File: src/rtl/edge_pkg.sv
// Shared definitions for the edge event unit: channel qualify modes and
// the helper that decides whether a filtered edge counts as an event.
package edge_pkg;

    // Per-channel qualify mode, two bits per channel on the mode bus.
    typedef enum logic [1:0] {
        MODE_OFF  = 2'b00,
        MODE_RISE = 2'b01,
        MODE_FALL = 2'b10,
        MODE_BOTH = 2'b11
    } mode_t;

    // True when the edge seen this cycle matches the channel's mode.
    function automatic logic qualifies(mode_t m, logic rise, logic fall);
        logic q;
        q = 1'b0;
        case (m)
            MODE_RISE: q = rise;
            MODE_FALL: q = fall;
            MODE_BOTH: q = rise | fall;
            default:   q = 1'b0;
        endcase
        return q;
    endfunction

endpackage

File: src/rtl/edge_chan.sv
// Single channel: synchroniser, persistence filter, edge pulses,
// sticky qualified-event flag and saturating event counter.
// Ports:
//   clk, rst      clock, asynchronous active-low reset
//   din           raw asynchronous input
//   mode          qualify mode (edge_pkg::mode_t encoding)
//   flag_clr      one-cycle strobe clearing evt_flag
//   cnt_clr       one-cycle strobe clearing evt_cnt
//   level         filtered level
//   pulse_rise    one-cycle pulse on filtered rising edge
//   pulse_fall    one-cycle pulse on filtered falling edge
//   evt_flag      sticky qualified-event flag
//   evt_cnt       saturating qualified-event count
module edge_chan
    import edge_pkg::*;
#(
    parameter int unsigned SYNC_STAGES = 2,
    parameter int unsigned FILT_LEN    = 4,
    parameter int unsigned CNT_W       = 8
) (
    input  logic             clk,
    input  logic             rst,
    input  logic             din,
    input  logic [1:0]       mode,
    input  logic             flag_clr,
    input  logic             cnt_clr,
    output logic             level,
    output logic             pulse_rise,
    output logic             pulse_fall,
    output logic             evt_flag,
    output logic [CNT_W-1:0] evt_cnt
);

    localparam int unsigned      FCNT_W    = $clog2(FILT_LEN + 1);
    localparam logic [FCNT_W-1:0] FILT_LAST = FCNT_W'(FILT_LEN - 1);
    localparam logic [CNT_W-1:0]  CNT_MAX   = '1;

    logic [SYNC_STAGES-1:0] sync_q;
    logic [FCNT_W-1:0]      filt_cnt;
    logic                   synced_c;
    logic                   toggle_c;
    logic                   rise_c;
    logic                   fall_c;
    logic                   qual_c;

    assign synced_c = sync_q[SYNC_STAGES-1];
    // The cycle that would bring the mismatch count to FILT_LEN flips the level.
    assign toggle_c = (synced_c != level) && (filt_cnt == FILT_LAST);
    assign rise_c   = toggle_c & ~level;
    assign fall_c   = toggle_c & level;
    assign qual_c   = qualifies(mode_t'(mode), rise_c, fall_c);

    // Metastability chain on the raw input.
    always_ff @(posedge clk or negedge rst) begin
        if (!rst) begin
            sync_q <= '0;
        end else begin
            sync_q <= {sync_q[SYNC_STAGES-2:0], din};
        end
    end

    // Persistence filter; any agreement with the current level restarts the count.
    always_ff @(posedge clk or negedge rst) begin
        if (!rst) begin
            filt_cnt <= '0;
            level    <= 1'b0;
        end else if (synced_c == level) begin
            filt_cnt <= '0;
        end else if (toggle_c) begin
            filt_cnt <= '0;
            level    <= ~level;
        end else begin
            filt_cnt <= filt_cnt + FCNT_W'(1);
        end
    end

    // Edge pulses, registered alongside the level change.
    always_ff @(posedge clk or negedge rst) begin
        if (!rst) begin
            pulse_rise <= 1'b0;
            pulse_fall <= 1'b0;
        end else begin
            pulse_rise <= rise_c;
            pulse_fall <= fall_c;
        end
    end

    // Sticky flag; a new event beats a coincident clear.
    always_ff @(posedge clk or negedge rst) begin
        if (!rst) begin
            evt_flag <= 1'b0;
        end else if (qual_c) begin
            evt_flag <= 1'b1;
        end else if (flag_clr) begin
            evt_flag <= 1'b0;
        end
    end

    // Saturating event counter; clear plus event lands on one.
    always_ff @(posedge clk or negedge rst) begin
        if (!rst) begin
            evt_cnt <= '0;
        end else if (cnt_clr) begin
            evt_cnt <= qual_c ? CNT_W'(1) : '0;
        end else if (qual_c && (evt_cnt != CNT_MAX)) begin
            evt_cnt <= evt_cnt + CNT_W'(1);
        end
    end

endmodule

File: src/rtl/edge_event_unit.sv
// Multi-channel edge event unit: CH independent edge_chan instances plus
// the interrupt reduction.
// Ports:
//   clk, rst      clock, asynchronous active-low reset
//   din[CH]       raw asynchronous inputs
//   mode[2*CH]    per-channel qualify mode, bits [2i+1:2i]
//   irq_en[CH]    per-channel interrupt enable
//   flag_clr[CH]  per-channel flag clear strobe
//   cnt_clr[CH]   per-channel counter clear strobe
//   level, pulse_rise, pulse_fall, evt_flag [CH]  per-channel status
//   evt_cnt[CH*CNT_W]  per-channel counts, bits [CNT_W*(i+1)-1:CNT_W*i]
//   irq           OR of evt_flag & irq_en (combinational)
module edge_event_unit
    import edge_pkg::*;
#(
    parameter int unsigned CH          = 4,
    parameter int unsigned SYNC_STAGES = 2,
    parameter int unsigned FILT_LEN    = 4,
    parameter int unsigned CNT_W       = 8
) (
    input  logic                clk,
    input  logic                rst,
    input  logic [CH-1:0]       din,
    input  logic [2*CH-1:0]     mode,
    input  logic [CH-1:0]       irq_en,
    input  logic [CH-1:0]       flag_clr,
    input  logic [CH-1:0]       cnt_clr,
    output logic [CH-1:0]       level,
    output logic [CH-1:0]       pulse_rise,
    output logic [CH-1:0]       pulse_fall,
    output logic [CH-1:0]       evt_flag,
    output logic [CH*CNT_W-1:0] evt_cnt,
    output logic                irq
);

    for (genvar i = 0; i < CH; i++) begin : g_chan
        edge_chan #(
            .SYNC_STAGES (SYNC_STAGES),
            .FILT_LEN    (FILT_LEN),
            .CNT_W       (CNT_W)
        ) u_chan (
            .clk        (clk),
            .rst        (rst),
            .din        (din[i]),
            .mode       (mode[2*i +: 2]),
            .flag_clr   (flag_clr[i]),
            .cnt_clr    (cnt_clr[i]),
            .level      (level[i]),
            .pulse_rise (pulse_rise[i]),
            .pulse_fall (pulse_fall[i]),
            .evt_flag   (evt_flag[i]),
            .evt_cnt    (evt_cnt[CNT_W*i +: CNT_W])
        );
    end

    // Interrupt straight from the registered flags.
    assign irq = |(evt_flag & irq_en);

endmodule
File: config.mk
export PLATFORM = sky130hd
export DESIGN_NAME = edge_event_unit
export DESIGN_NICKNAME = d
export VERILOG_FILES = /design/src/rtl/edge_pkg.sv /design/src/rtl/edge_chan.sv /design/src/rtl/edge_event_unit.sv
export SDC_FILE = /design/constraint.sdc
export NUM_CORES = 1
export LEC_CHECK = 0
export BUFFER_PORTS_ARGS = -buffer_cell sky130_fd_sc_hd__buf_2
export CORE_ASPECT_RATIO = 0.6
export CORE_MARGIN = 2
export CORE_UTILIZATION = 49
export DETAILED_ROUTE_END_ITERATION = 10
export PLACE_DENSITY = 0.76
export RECOVER_POWER = 50
export SYNTH_ARGS = -nofsm -noshare
export SYNTH_HDL_FRONTEND = slang
export SYNTH_HIERARCHICAL = 1
export SYNTH_SLANG_ARGS = --single-unit
export TNS_END_PERCENT = 20
File: constraint.sdc
create_clock -name clk -period 1.3 [get_ports clk]
set_input_delay 0.13 -clock clk [delete_from_list [all_inputs] [get_ports clk]]
set_output_delay 0.13 -clock clk [all_outputs]
set_load 0.02 [all_outputs]
==> impl_metrics.env <==
export IMPL_fin_setup_tns_ps=-591
export IMPL_ios=75
export IMPL_worstHoldStart="flag_clr[3]"
export IMPL_startpoint="g_chan[1].u_chan/sync_q[1]"
export IMPL_htree_levels=3
export IMPL_yosysSeqAreaShare_pct=49.6
export IMPL_reg2reg_depth=4
export IMPL_slew_headroom_pct=43.2
export IMPL_hold_viol=0
export IMPL_clkTransAtPathRegs_ps=60
export IMPL_synthSimpleGateAreaFrac_pct=28.3
export IMPL_synth_compound_gate_area_share_pct=13.9
export IMPL_path_cells="nand3b_4 > a21oi_4 > nand4_2 > mux2_4"
export IMPL_grt_usage_pct=21.5
export IMPL_required_ps=1510
export IMPL_start_util_pct=51.0
export IMPL_diodes=0
export IMPL_nFillCells=465
export IMPL_ys_types=34
export IMPL_nNetsFinal=493
export IMPL_clock_sinks=68
export IMPL_postRouteAntennaNets=0
export IMPL_synth_edf_count=0
export IMPL_synth_xor_area_share_pct=1.02
export IMPL_final_layout_size_suffix_gt1_share_pct=52.5
export IMPL_ys_flop_type="dfrtp_1"
export IMPL_synthArstFlopShare_pct=100
export IMPL_tightest_slew_ps=852
export IMPL_rrSetupSlack_ps=-70
export IMPL_rows=23
export IMPL_post_synth_top_area_cell="dfrtp_1"
export IMPL_area_delta_synth_final_pct=48.5
export IMPL_die_h_um=68.8
export IMPL_status="finished with violations"
export IMPL_clk_latency_ps=330
export IMPL_grt_max_degree=69
export IMPL_place_port_buffers=74
export IMPL_critPathSlowestCell="dfrtp_1"
export IMPL_netlist_instances=295
export IMPL_cts_buffers=9
export IMPL_regToRegEndpoint="g_chan[1].u_chan/evt_cnt[5]"
export IMPL_dp_slack_ps=-139
export IMPL_rsz0062_at_grt="yes"
export IMPL_dieArea_um2=7710
export IMPL_dp_final_hpwl_um=5480
export IMPL_avgSynthCellArea_um2=11.6
export IMPL_antenna_found_initial=0
export IMPL_yosys_warnings=6
export IMPL_via_per_inst=5.41
export IMPL_cp_slowest_stage_delay_ps=390
export IMPL_maxCapViolCount=0
export IMPL_min_path_type="in2reg"
export IMPL_max_freq_mhz=728
export IMPL_gp_congestion=0.850
export IMPL_coreArea_um2=6730
export IMPL_finalSetupViolCount=17
export IMPL_clockRootBuffer="clkbuf_16"
export IMPL_die_w_um=112
export IMPL_peakVddDrop_uv=1520
export IMPL_grt_pass1_vias=2678
export IMPL_p_per_area_nw_per_um2=1280
export IMPL_p_leak_nw=2.54
export IMPL_synth_seq_cells=68
export IMPL_fin_util_pct=75.7
export IMPL_route_detailed_drc=0
export IMPL_dr_pass1_iters=4
export IMPL_yosys_area_share_adder_pct=2.92
export IMPL_arrival_ps=1580
export IMPL_synth_most_common_cell="dfrtp_1"
export IMPL_critical_path_startpoint_type="register"
export IMPL_crit_type="reg2reg"
export IMPL_clock_path_buffers=2
export IMPL_holdPathEnd="g_chan[3].u_chan/evt_flag"
export IMPL_path_max_fanout=6
export IMPL_ys_top_cells_by_count="68 x dfrtp_1, 21 x nand2_1, 16 x nor2_1, 16 x nor3b_1"
export IMPL_grt_pass1_wl_um=12900
export IMPL_synth_top_area_share_pct=49.6
export IMPL_min_period_ps=1370
export IMPL_synth_area_top_cells="dfrtp_1 50%, nand3b_4 4.7%, nor3b_1 3.5%, ha_1 2.9%, nand2_1 2.3%"
export IMPL_synth_mux_area_share_pct=2.92
export IMPL_num_vias=2974
export IMPL_final_area_um2=5100
export IMPL_worstSetupEndpointType="register"
export IMPL_synth_nets=329
export IMPL_clock_skew_ps=4.05
export IMPL_synth_area_um2=3430
export IMPL_path_delay_family="flip-flops"
export IMPL_placed_cell_area_um2=4450
export IMPL_min_delay_path_depth=3
export IMPL_grt_overflow=0
export IMPL_wire_per_inst_um=15.3
export IMPL_wl_um=8390
export IMPL_crit_buf_inv=0
export IMPL_rr_startpoint="g_chan[1].u_chan/sync_q[1]"
export IMPL_cts_tree="yes"
export IMPL_drtIter0Drc=180
export IMPL_fin_crit_sh_pct=106
export IMPL_synth_top_family_by_area="simple AND/OR/NAND/NOR gates"
export IMPL_drv_slew=0
export IMPL_fin_ws_ps=-73.9
export IMPL_violations="setup timing"
## per-stage QoR
| step | power [mW] | cells | hold slack [ps] |
|---|---|---|---|
| 2_1_floorplan | 3.30 | 295 | -166 |
| 3_3_place_gp | 3.81 | 518 | 176 |
| 5_1_grt | 6.85 | 550 | 71.1 |
| 4_1_cts | 6.50 | 549 | 59.9 |
| 3_5_place_dp | 3.88 | 518 | 178 |
| 6_report | 6.55 | 550 | 69.1 |
## layer usage
layer | part of all wire, % | track usage (%) | routed length, um | vias up
met5 | 0 | 0 | 0 | -
met4 | 0.52 | 6.40 | 44 | 0
met3 | 4.5 | 5.68 | 379 | 5
met2 | 48 | 35.2 | 4000 | 64
met1 | 47 | 28.8 | 3970 | 1460
li1 | - | - | - | 1445
## worst max-delay path by stage
stage	endpoint	slack, ps	cells past startpoint
2_1_floorplan	g_chan[0].u_chan/evt_cnt[5]	-160	4
3_3_place_gp	g_chan[1].u_chan/evt_cnt[5]	-50	5
3_5_place_dp	g_chan[1].u_chan/evt_cnt[6]	-140	5
4_1_cts	g_chan[1].u_chan/evt_cnt[5]	-70	5
5_1_grt	g_chan[1].u_chan/evt_cnt[5]	-140	4
6_report	g_chan[1].u_chan/evt_cnt[5]	-70	4
## cells by family after synthesis
kind of cell               Yosys count
adders and majority gates            8
AOI/OAI and AO/OA                   62
buffers and inverters                8
DFF                                 68
muxes                                8
and+or+nand+nor                    137
xor gates and xnor gates             4
## sequential cells by signal, summed over array words and instances, names as in the netlist
register / cells
g_chan.u_chan/pulse_fall: 4
g_chan.u_chan/pulse_rise: 4
g_chan.u_chan/level: 4
g_chan.u_chan/filt_cnt: 12
g_chan.u_chan/evt_cnt: 32
g_chan.u_chan/evt_flag: 4
g_chan.u_chan/sync_q: 8
## final cells by class
cell class                      instances  area [um^2]  area share, %
Clock buffer                           11          243           4.76
Clock inverter                          4         51.3           1.01
Inverter                                4         15.0          0.295
Multi-Input combinational cell        219         1910           37.5
Sequential cell                        68         1720           33.7
Tap cell                               87          109           2.14
Timing Repair Buffer                  157         1050           20.6
## repair_timing
action | CTS | global route
endpoints found under the setup margin | 30 | 35
setup buffers | 11 | 1
pin swaps | 29 | 15
endpoints found under the hold margin | 72 | 0
hold buffers | 5 | 0
gates resized for setup | 26 | 22
## cell usage in the layout, fill, tap and decap left out, types with 5 or more instances in the layout
master / netlist / final
a211oi_1: 8 / 5
a21oi_1: 12 / 11
a31oi_1: 8 / 8
and3_1: 12 / 12
and4_1: 8 / 8
buf_2: 0 / 72
buf_4: 0 / 70
buf_6: 0 / 10
clkbuf_16: 0 / 9
dfrtp_1: 68 / 55
dfrtp_2: 0 / 13
dlygate4sd3_1: 0 / 5
ha_4: 0 / 8
nand2_1: 21 / 21
nand2b_1: 12 / 12
nand3b_4: 8 / 8
nor2_1: 16 / 16
nor3_1: 12 / 10
nor3b_1: 16 / 16
o21ai_1: 0 / 5
## power breakdown
group | switching, mW | internal [mW] | leakage, nW
Combinational | 0.791 | 0.814 | 1.50
Sequential | 0.204 | 2.34 | 0.896
Clock | 0.868 | 1.52 | 0.142
## tightest hold or removal path, cell delays in order
cell	delay, ps
buf_2	100
inv_1	40
a21o_2	100
No activity file was read; power rests on OpenSTA's default activity.
